$ cat src/rtl/fetch_pkg.sv
// fetch_pkg: shared defaults, memory range bounds, FSM encoding and buffer entry record
package fetch_pkg;
  localparam logic [31:0] RESET_PC_DEF = 32'h0000_3000;
  localparam logic [31:0] HANDLER_PC_DEF = 32'h0000_4180;
  localparam logic [31:0] IM_LO = 32'h0000_3000;
  localparam logic [31:0] IM_HI = 32'h0000_6FFF;
  typedef enum logic {RUN = 1'b0, FAULT_HOLD = 1'b1} state_t;
  typedef struct packed {
    logic [31:0] inst;
    logic [31:0] pc;
    logic fault;
  } entry_t;
  localparam int ENTRY_W = $bits(entry_t);
endpackage

$ cat src/rtl/fetch_fifo.sv
// fetch_fifo: power-of-two instruction buffer with flush; empty head reads as zero
module fetch_fifo #(
  parameter int DEPTH = 2,
  parameter int W = 65
) (
  input  logic                     clk,
  input  logic                     reset,
  input  logic                     flush,
  input  logic                     push,
  input  logic                     pop,
  input  logic [W-1:0]             din,
  output logic [W-1:0]             dout,
  output logic                     valid,
  output logic [$clog2(DEPTH):0]   count
);
  localparam int AW = $clog2(DEPTH);
  logic [W-1:0] mem [DEPTH];
  logic [AW-1:0] head, tail;
  logic do_pop, do_push;
  assign valid = count != '0;
  assign do_pop = pop && valid;
  assign do_push = push && (count != (AW+1)'(DEPTH) || do_pop);
  assign dout = valid ? mem[head] : '0;
  always_ff @(posedge clk) begin
    if (reset || flush) begin
      head <= '0;
      tail <= '0;
      count <= '0;
    end else begin
      if (do_push) tail <= tail + 1'b1;
      if (do_pop) head <= head + 1'b1;
      count <= count + {{AW{1'b0}}, do_push} - {{AW{1'b0}}, do_pop};
    end
  end
  always_ff @(posedge clk)
    if (do_push && !flush && !reset) mem[tail] <= din;
endmodule

$ cat src/rtl/fetch_ctrl.sv
// fetch_ctrl: sequential fetch with redirect/exception flush; FETCH_ADDR_CHECK_EN enables address faults
module fetch_ctrl import fetch_pkg::*; #(
  parameter logic [31:0] RESET_PC = RESET_PC_DEF,
  parameter logic [31:0] HANDLER_PC = HANDLER_PC_DEF,
  parameter int DEPTH = 2
) (
  input  logic        clk,
  input  logic        reset,
  output logic [31:0] im_pc,
  input  logic [31:0] im_inst,
  input  logic        redirect_valid,
  input  logic [31:0] redirect_pc,
  input  logic        exc_valid,
  output logic        dec_valid,
  input  logic        dec_ready,
  output logic [31:0] dec_inst,
  output logic [31:0] dec_pc,
  output logic        dec_fault
);
  localparam int CW = $clog2(DEPTH) + 1;
  state_t state, state_nxt;
  logic [31:0] fetch_pc, pc_nxt;
  logic [CW-1:0] count;
  logic flush, pop, push, fault;
  entry_t wr, rd;
  assign im_pc = fetch_pc;
  assign flush = exc_valid || redirect_valid;
  assign pop = dec_valid && dec_ready;
  always_ff @(posedge clk) begin
    if (reset) begin
      state <= RUN;
      fetch_pc <= RESET_PC;
    end else begin
      state <= state_nxt;
      fetch_pc <= pc_nxt;
    end
  end
  always_comb begin
    state_nxt = flush ? RUN : (push && fault) ? FAULT_HOLD : state;
    pc_nxt = exc_valid ? HANDLER_PC : redirect_valid ? redirect_pc : push ? fetch_pc + 32'd4 : fetch_pc;
  end
  always_comb begin
`ifdef FETCH_ADDR_CHECK_EN
    fault = (fetch_pc[1:0] != 2'b00) || (fetch_pc < IM_LO) || (fetch_pc > IM_HI);
`else
    fault = 1'b0;
`endif
    push = state == RUN && !flush && (count != CW'(DEPTH) || pop);
    wr = '{inst: fault ? 32'd0 : im_inst, pc: fetch_pc, fault: fault};
  end
  fetch_fifo #(.DEPTH(DEPTH), .W(ENTRY_W)) u_fifo (
    .clk(clk), .reset(reset), .flush(flush), .push(push), .pop(pop),
    .din(wr), .dout(rd), .valid(dec_valid), .count(count)
  );
  assign dec_inst = rd.inst;
  assign dec_pc = rd.pc;
`ifdef FETCH_ADDR_CHECK_EN
  assign dec_fault = rd.fault;
`else
  assign dec_fault = 1'b0 & rd.fault;
`endif
endmodule

$ cat config.mk
export PLATFORM = sky130hd
export DESIGN_NAME = fetch_ctrl
export DESIGN_NICKNAME = d
export VERILOG_FILES = /design/src/rtl/fetch_pkg.sv /design/src/rtl/fetch_fifo.sv /design/src/rtl/fetch_ctrl.sv
export SDC_FILE = /design/constraint.sdc
export NUM_CORES = 1
export LEC_CHECK = 0
export CORE_ASPECT_RATIO = 0.7
export CORE_MARGIN = 4
export CORE_UTILIZATION = 40
export CTS_CLUSTER_DIAMETER = 120
export DETAILED_ROUTE_END_ITERATION = 10
export PLACE_DENSITY = 0.72
export SETUP_SLACK_MARGIN = 0.1
export SYNTH_ARGS = -nofsm -noshare
export SYNTH_HDL_FRONTEND = slang
export SYNTH_SLANG_ARGS = --single-unit
export TNS_END_PERCENT = 50
$ cat constraint.sdc
create_clock -name clk -period 8 [get_ports clk]
set_clock_uncertainty 0.05 [all_clocks]
set_input_delay 2.4 -clock clk [delete_from_list [all_inputs] [get_ports clk]]
set_output_delay 2.4 -clock clk [all_outputs]
set_load 0.005 [all_outputs]
==> impl_metrics.yaml, run 1 <==
status:
  status: "finished, final reports clean"
yosys:
  synthTopCellsByArea: "edfxtp_1 56%, dfxtp_1 11%, mux2i_1 9.8%, nor2_1 5.0%, xor2_1 2.1%"
  async_flop_share_pct: 0
  synth_seq_cells: 165
  yosysTopAreaCell: "edfxtp_1"
  yosysWarnings: 0
  synthDistinctLibCells: 44
  ys.flop_type: "edfxtp_1"
  synth_area_mm2: 0.00693
  syn_nets: 614
  syn_inst: 543
  synth_top_area_share_pct: 55.5
  ys_seq_area_share_pct: 66.2
  synth_edf_count: 128
  syn_area_per_cell_um2: 12.8
worst_setup_path:
  reg2reg_depth: 4
  slowest_delay_ns: 0.63
  critPathCaptureType: "register"
  critPathMaxFanout: 40
  crit_buf_inv: 2
  crit_required_ns: 8.00
  cp_top_family: "simple AND/OR/NAND/NOR gates"
  r2r_setup_slack_ns: 5.18
  arrival_ns: 5.25
  r2r-start: "u_fifo.count[1]$_SDFF_PP0_"
  critPathLaunchType: "input pin"
  crit_type: "input pin to register"
  critPathSlowestCell: "clkdlybuf4s50_1"
  rr_endpoint: "u_fifo.mem[1][25]$_DFFE_PP_"
  path_cells: "clkdlybuf4s50_1 > or3_1 > or2_1 > nor2_4 > buf_4"
cts:
  cts_buffer_depth: 2
  cts_tree: "yes"
  cts_hold_buffers: 0
  cts_setup_buffers: 0
  cts-root-buf: "clkbuf_16"
  cts_made_buffers: 17
  htreeDepth: 4
  path_clk_slew_ns: 0.06
  clk_latency_ns: 0.41
  cts_sinks: 165
  cts_resized: 0
global_route:
  antenna_found_initial: 0
  grt_max_degree: 65
  track_usage_pct: 17.4
  grt_pass1_wl_um: 26500
  grt_pass1_vias: 4871
  overflow: 0
power_and_ir_drop:
  ir_drop_mv: 0.173
  p_sw_uw: 411
  p_int_mw: 1.54
  seq_power_share_pct: 49.3
  p_sw_share_pct: 21.0
  pwr-share-clk_pct: 44.1
  p_leak_nw: 3.03
  p_per_area_mw_per_mm2: 207
  p_comb_share_pct: 6.6
final_layout:
  antennaDiodeCount: 0
  drive_gt1_share_pct: 6.03
  nFillCells: 1334
  final_common_cell: "clkdlybuf4s50_1"
  finalNonFillerCells: 938
  area_delta_synth_final_pct: 35.9
  mostFrequentLayoutCells: "165 x clkdlybuf4s50_1, 128 x edfxtp_1, 90 x nor2_1"
  fin_nets: 771
hold_path:
  whs_endpoint: "u_fifo.mem[0][1]$_DFFE_PP_"
  hold_depth: 0
  hp-class: "register to register"
floorplan:
  dieArea_mm2: 0.0195
  die_x_um: 165
  io_pins: 167
  rows: 39
  initial_core_util_pct: 41.6
  chipHeight_um: 118
  core-area_mm2: 0.0166
route:
  firstDrtPassIters: 5
  drc_errors: 0
  wl_um: 17300
  vias: 4873
  final_antenna_net_count: 0
  drt-initial-drc-count: 496
  routed_via_density: 5.20
  post_drt_wl_per_cell_um: 18.4
placement:
  placed_cells: 906
  place_congestion: 0.871
  hpwlAfterDp_um: 11700
  numPortBuffers: 165
job:
  cap_violations: 0
sta:
  grt_setup_unrepaired: "no"
  min_period_ns: 5.25
  drv_slew: 0
  finalCritPeriodShare_pct: 65.6
  fin_hold_ws_ns: 0.449
  slew-limit-headroom_pct: 22.0
  finalHoldViolCount: 0
  fmax_mhz: 190
  setup-violations-final: 0
  tns_ns: 0
  tightest_slew_ns: 1.17
==> cells by family after synthesis <==
group / count (synthesis) / share of synthesized area (%)
fa+ha+maj: 2 / 0.361
other cells: 1 / 0.0541
simple gates: 186 / 12.8
flops: 165 / 66.2
buf+inv: 40 / 2.55
compound gates: 52 / 4.52
mux: 68 / 9.83
xor+xnor: 29 / 3.67
==> metal layers <==
metal	GRT usage, %	up-vias	part of all wire, %
li1	-	2297	-
met1	24.7	2333	46
met2	25.2	224	43
met3	6.93	19	10
met4	3.53	0	0.81
met5	0	-	0
==> sequential cells by signal (all words and copies together), names as in the netlist, named ones only <==
register and count:
u_fifo.count 2, u_fifo.head 1, u_fifo.mem 128, im_pc 30, u_fifo.tail 1
==> per-stage QoR <==
| step | worst slack, ns | total power [mW] | utilization (%) | cell area, um2 |
|---|---|---|---|---|
| global placement | 2.44 | 1.10 | 52.8 | 8780 |
| finish | 2.75 | 1.95 | 56.6 | 9410 |
| CTS | 2.77 | 1.97 | 56.6 | 9410 |
| detailed placement | 2.33 | 1.11 | 52.8 | 8780 |
| global route | 2.62 | 2.02 | 56.6 | 9410 |
| floorplan | 0.151 | 1.02 | - | 6930 |
==> how the worst max path moves through the flow <==
stage	end	start	slack, ns	cells after the start
floorplan	u_fifo.mem[0][0]$_DFFE_PP_	exc_valid	0.15	4
global placement	u_fifo.mem[1][31]$_DFFE_PP_	redirect_valid	2.44	6
detailed placement	u_fifo.mem[1][27]$_DFFE_PP_	exc_valid	2.33	5
CTS	u_fifo.mem[1][25]$_DFFE_PP_	exc_valid	2.77	5
global route	u_fifo.mem[1][25]$_DFFE_PP_	exc_valid	2.62	5
finish	u_fifo.mem[1][25]$_DFFE_PP_	exc_valid	2.75	5
==> final cells by class <==
type	instances	area [um2]	area share, %
multi-input cells	338	2180	23.2
clock buffers	18	429	4.56
inverters	9	33.8	0.359
repair buffers	169	1690	18.0
well taps	225	282	2.99
clock inverters	14	200	2.13
flip-flops and latches	165	4590	48.8
==> worst reg2reg max path: cells and delay by family (launching register included) <==
kind,cells,cell delay (ns)
flip-flops,1,0.43
AND/OR/NAND/NOR,3,1.61
buffers and inverters,1,0.39
==> cell usage after synthesis (6+ instances only) <==
master,count
xor2_1,17
nor2_1,92
and2_1,7
clkbuf_1,17
a21oi_1,14
inv_1,9
o21ai_0,15
dfxtp_1,37
edfxtp_1,128
nor3_1,7
nand2_1,20
mux2i_1,68
buf_2,6
o22ai_1,6
nand3_1,19
nand4_1,18
xnor2_1,12
==> power by group through the flow <==
stage / combinational [mW] / sequential, mW / clock, mW
after detailed placement: 0.128 / 0.980 / 0
final: 0.128 / 0.962 / 0.861
after global routing: 0.139 / 0.964 / 0.916
after global placement: 0.126 / 0.979 / 0
after CTS: 0.129 / 0.962 / 0.875
after floorplan: 0.0489 / 0.975 / 0
Power figures use the tool's default switching activity.
==> inputs of run 2 (changes only) <==
Clock period 8 ns to 4.7 ns, I/O delays scaled along.
==> impl_metrics.yaml, run 2 (synthesis gave the netlist of run 1 again) <==
worst_setup_path:
  cp_top_family: "buffers and inverters"
  crit_required_ns: 3.24
  r2r-start: "im_pc[2]$_SDFFE_PP0P_"
  critPathSlowestCell: "dfxtp_4"
  arrival_ns: 2.32
  crit_type: "register to output port"
  critPathMaxFanout: 39
  crit_buf_inv: 2
  critPathLaunchType: "register"
  slowest_delay_ns: 0.65
  critPathCaptureType: "output port"
  path_cells: "buf_12 > mux2i_1 > nor2_1 > clkdlybuf4s50_1"
sta:
  min_period_ns: 3.78
  setup-violations-final: 0
  slew-limit-headroom_pct: 39.7
  drv_slew: 0
  tns_ns: 0
  fmax_mhz: 265
  grt_setup_unrepaired: "no"
  tightest_slew_ns: 0.902
  finalCritPeriodShare_pct: 80.4
  finalHoldViolCount: 0
status:
  status: "finished, final reports clean"
placement:
  numPortBuffers: 165
  dpl_cell_area_mm2: 0.00883
  place_congestion: 0.864
  hpwlAfterDp_um: 12700
floorplan:
  die_x_um: 165
  rows: 39
  io_pins: 167
  core-area_mm2: 0.0166
  dieArea_mm2: 0.0195
  initial_core_util_pct: 41.6
  chipHeight_um: 118
route:
  post_drt_wl_per_cell_um: 19.2
  drc_errors: 0
  wl_um: 18100
  firstDrtPassIters: 5
  routed_via_density: 5.21
  drt-initial-drc-count: 464
  final_antenna_net_count: 0
  vias: 4915
final_layout:
  nFillCells: 1349
  design_area_mm2: 0.00942
  antennaDiodeCount: 0
  drive_gt1_share_pct: 6.41
  largest_register_ffs: 128
  area_delta_synth_final_pct: 36.0
  mostFrequentLayoutCells: "165 x clkdlybuf4s50_1, 128 x edfxtp_1, 90 x nor2_1"
  fin_nets: 777
  largest_register: "u_fifo.mem"
  final_common_cell: "clkdlybuf4s50_1"
power_and_ir_drop:
  p_per_area_mw_per_mm2: 343
  ir_drop_mv: 0.200
  p_leak_nw: 3.04
cts:
  cts_tree: "yes"
  path_clk_slew_ns: 0.06
  cts_made_buffers: 17
  cts_buffer_depth: 2
  cts_sinks: 165
  clk_latency_ns: 0.42
  htreeDepth: 4
  cts-root-buf: "clkbuf_16"
  cts_setup_buffers: 0
  cts_resized: 0
  cts_hold_buffers: 0
global_route:
  grt_pass1_wl_um: 27900
  antenna_found_initial: 0
  overflow: 0
  track_usage_pct: 18.8
  grt_max_degree: 66
  grt_pass1_vias: 4861
hold_path:
  hp-class: "register to register"
job:
  cap_violations: 0
-- run 2: changes by cell type in the layout (fill, tap and decap cells not counted), sizes merged --
cell	before	now
bufinv	4	3
buf	4	10
clkbuf	18	17
clkinv	3	8
inv	13	9
-- run 2: area by class of cell --
| class | instances | area, um2 | share of cell area (%) |
|---|---|---|---|
| Clock buffer | 17 | 425 | 4.52 |
| Multi-Input combinational cell | 338 | 2190 | 23.3 |
| Sequential cell | 165 | 4590 | 48.7 |
| Inverter | 9 | 33.8 | 0.359 |
| Tap cell | 225 | 282 | 2.99 |
| Timing Repair Buffer | 175 | 1740 | 18.5 |
| Clock inverter | 14 | 163 | 1.73 |
-- run 2: metrics by stage --
stage	std cells	setup WS, ns	power (mW)	hold WS [ns]	util [%]
after global placement	912	0.791	1.89	0.419	53.1
after global routing	943	0.771	3.35	0.476	56.6
after detailed placement	912	0.721	1.89	0.432	53.1
final	943	0.920	3.23	0.436	56.6
after floorplan	543	0.260	1.74	0.420	-
after CTS	943	0.877	3.26	0.447	56.6
-- run 2: final timing paths --
check | endpoint | slack, ns | cells past startpoint
max reg2reg | im_pc[30]$_SDFFE_PP0P_ | 2.41 | 6
min reg2reg | u_fifo.mem[1][1]$_DFFE_PP_ | 0.44 | 0
max | dec_pc[8] | 0.92 | 4
min | u_fifo.mem[1][1]$_DFFE_PP_ | 0.44 | 0
-- run 2: per-layer routing --
metal / global-route usage (%) / share of wire [%] / up-vias / wire length, um
met4: 4.05 / 0.77 / 0 / 140
met2: 25.4 / 41 / 238 / 7380
li1: - / - / 2309 / -
met1: 29.0 / 48 / 2352 / 8750
met5: 0 / 0 / - / 0
met3: 6.30 / 10 / 16 / 1850
-- run 2: where the power goes --
group / total (mW) / internal (mW) / leakage, nW / switching, mW
clock network: 1.37 / 0.827 / 0.275 / 0.544
registers: 1.64 / 1.60 / 1.50 / 0.0361
logic: 0.223 / 0.124 / 1.26 / 0.0992
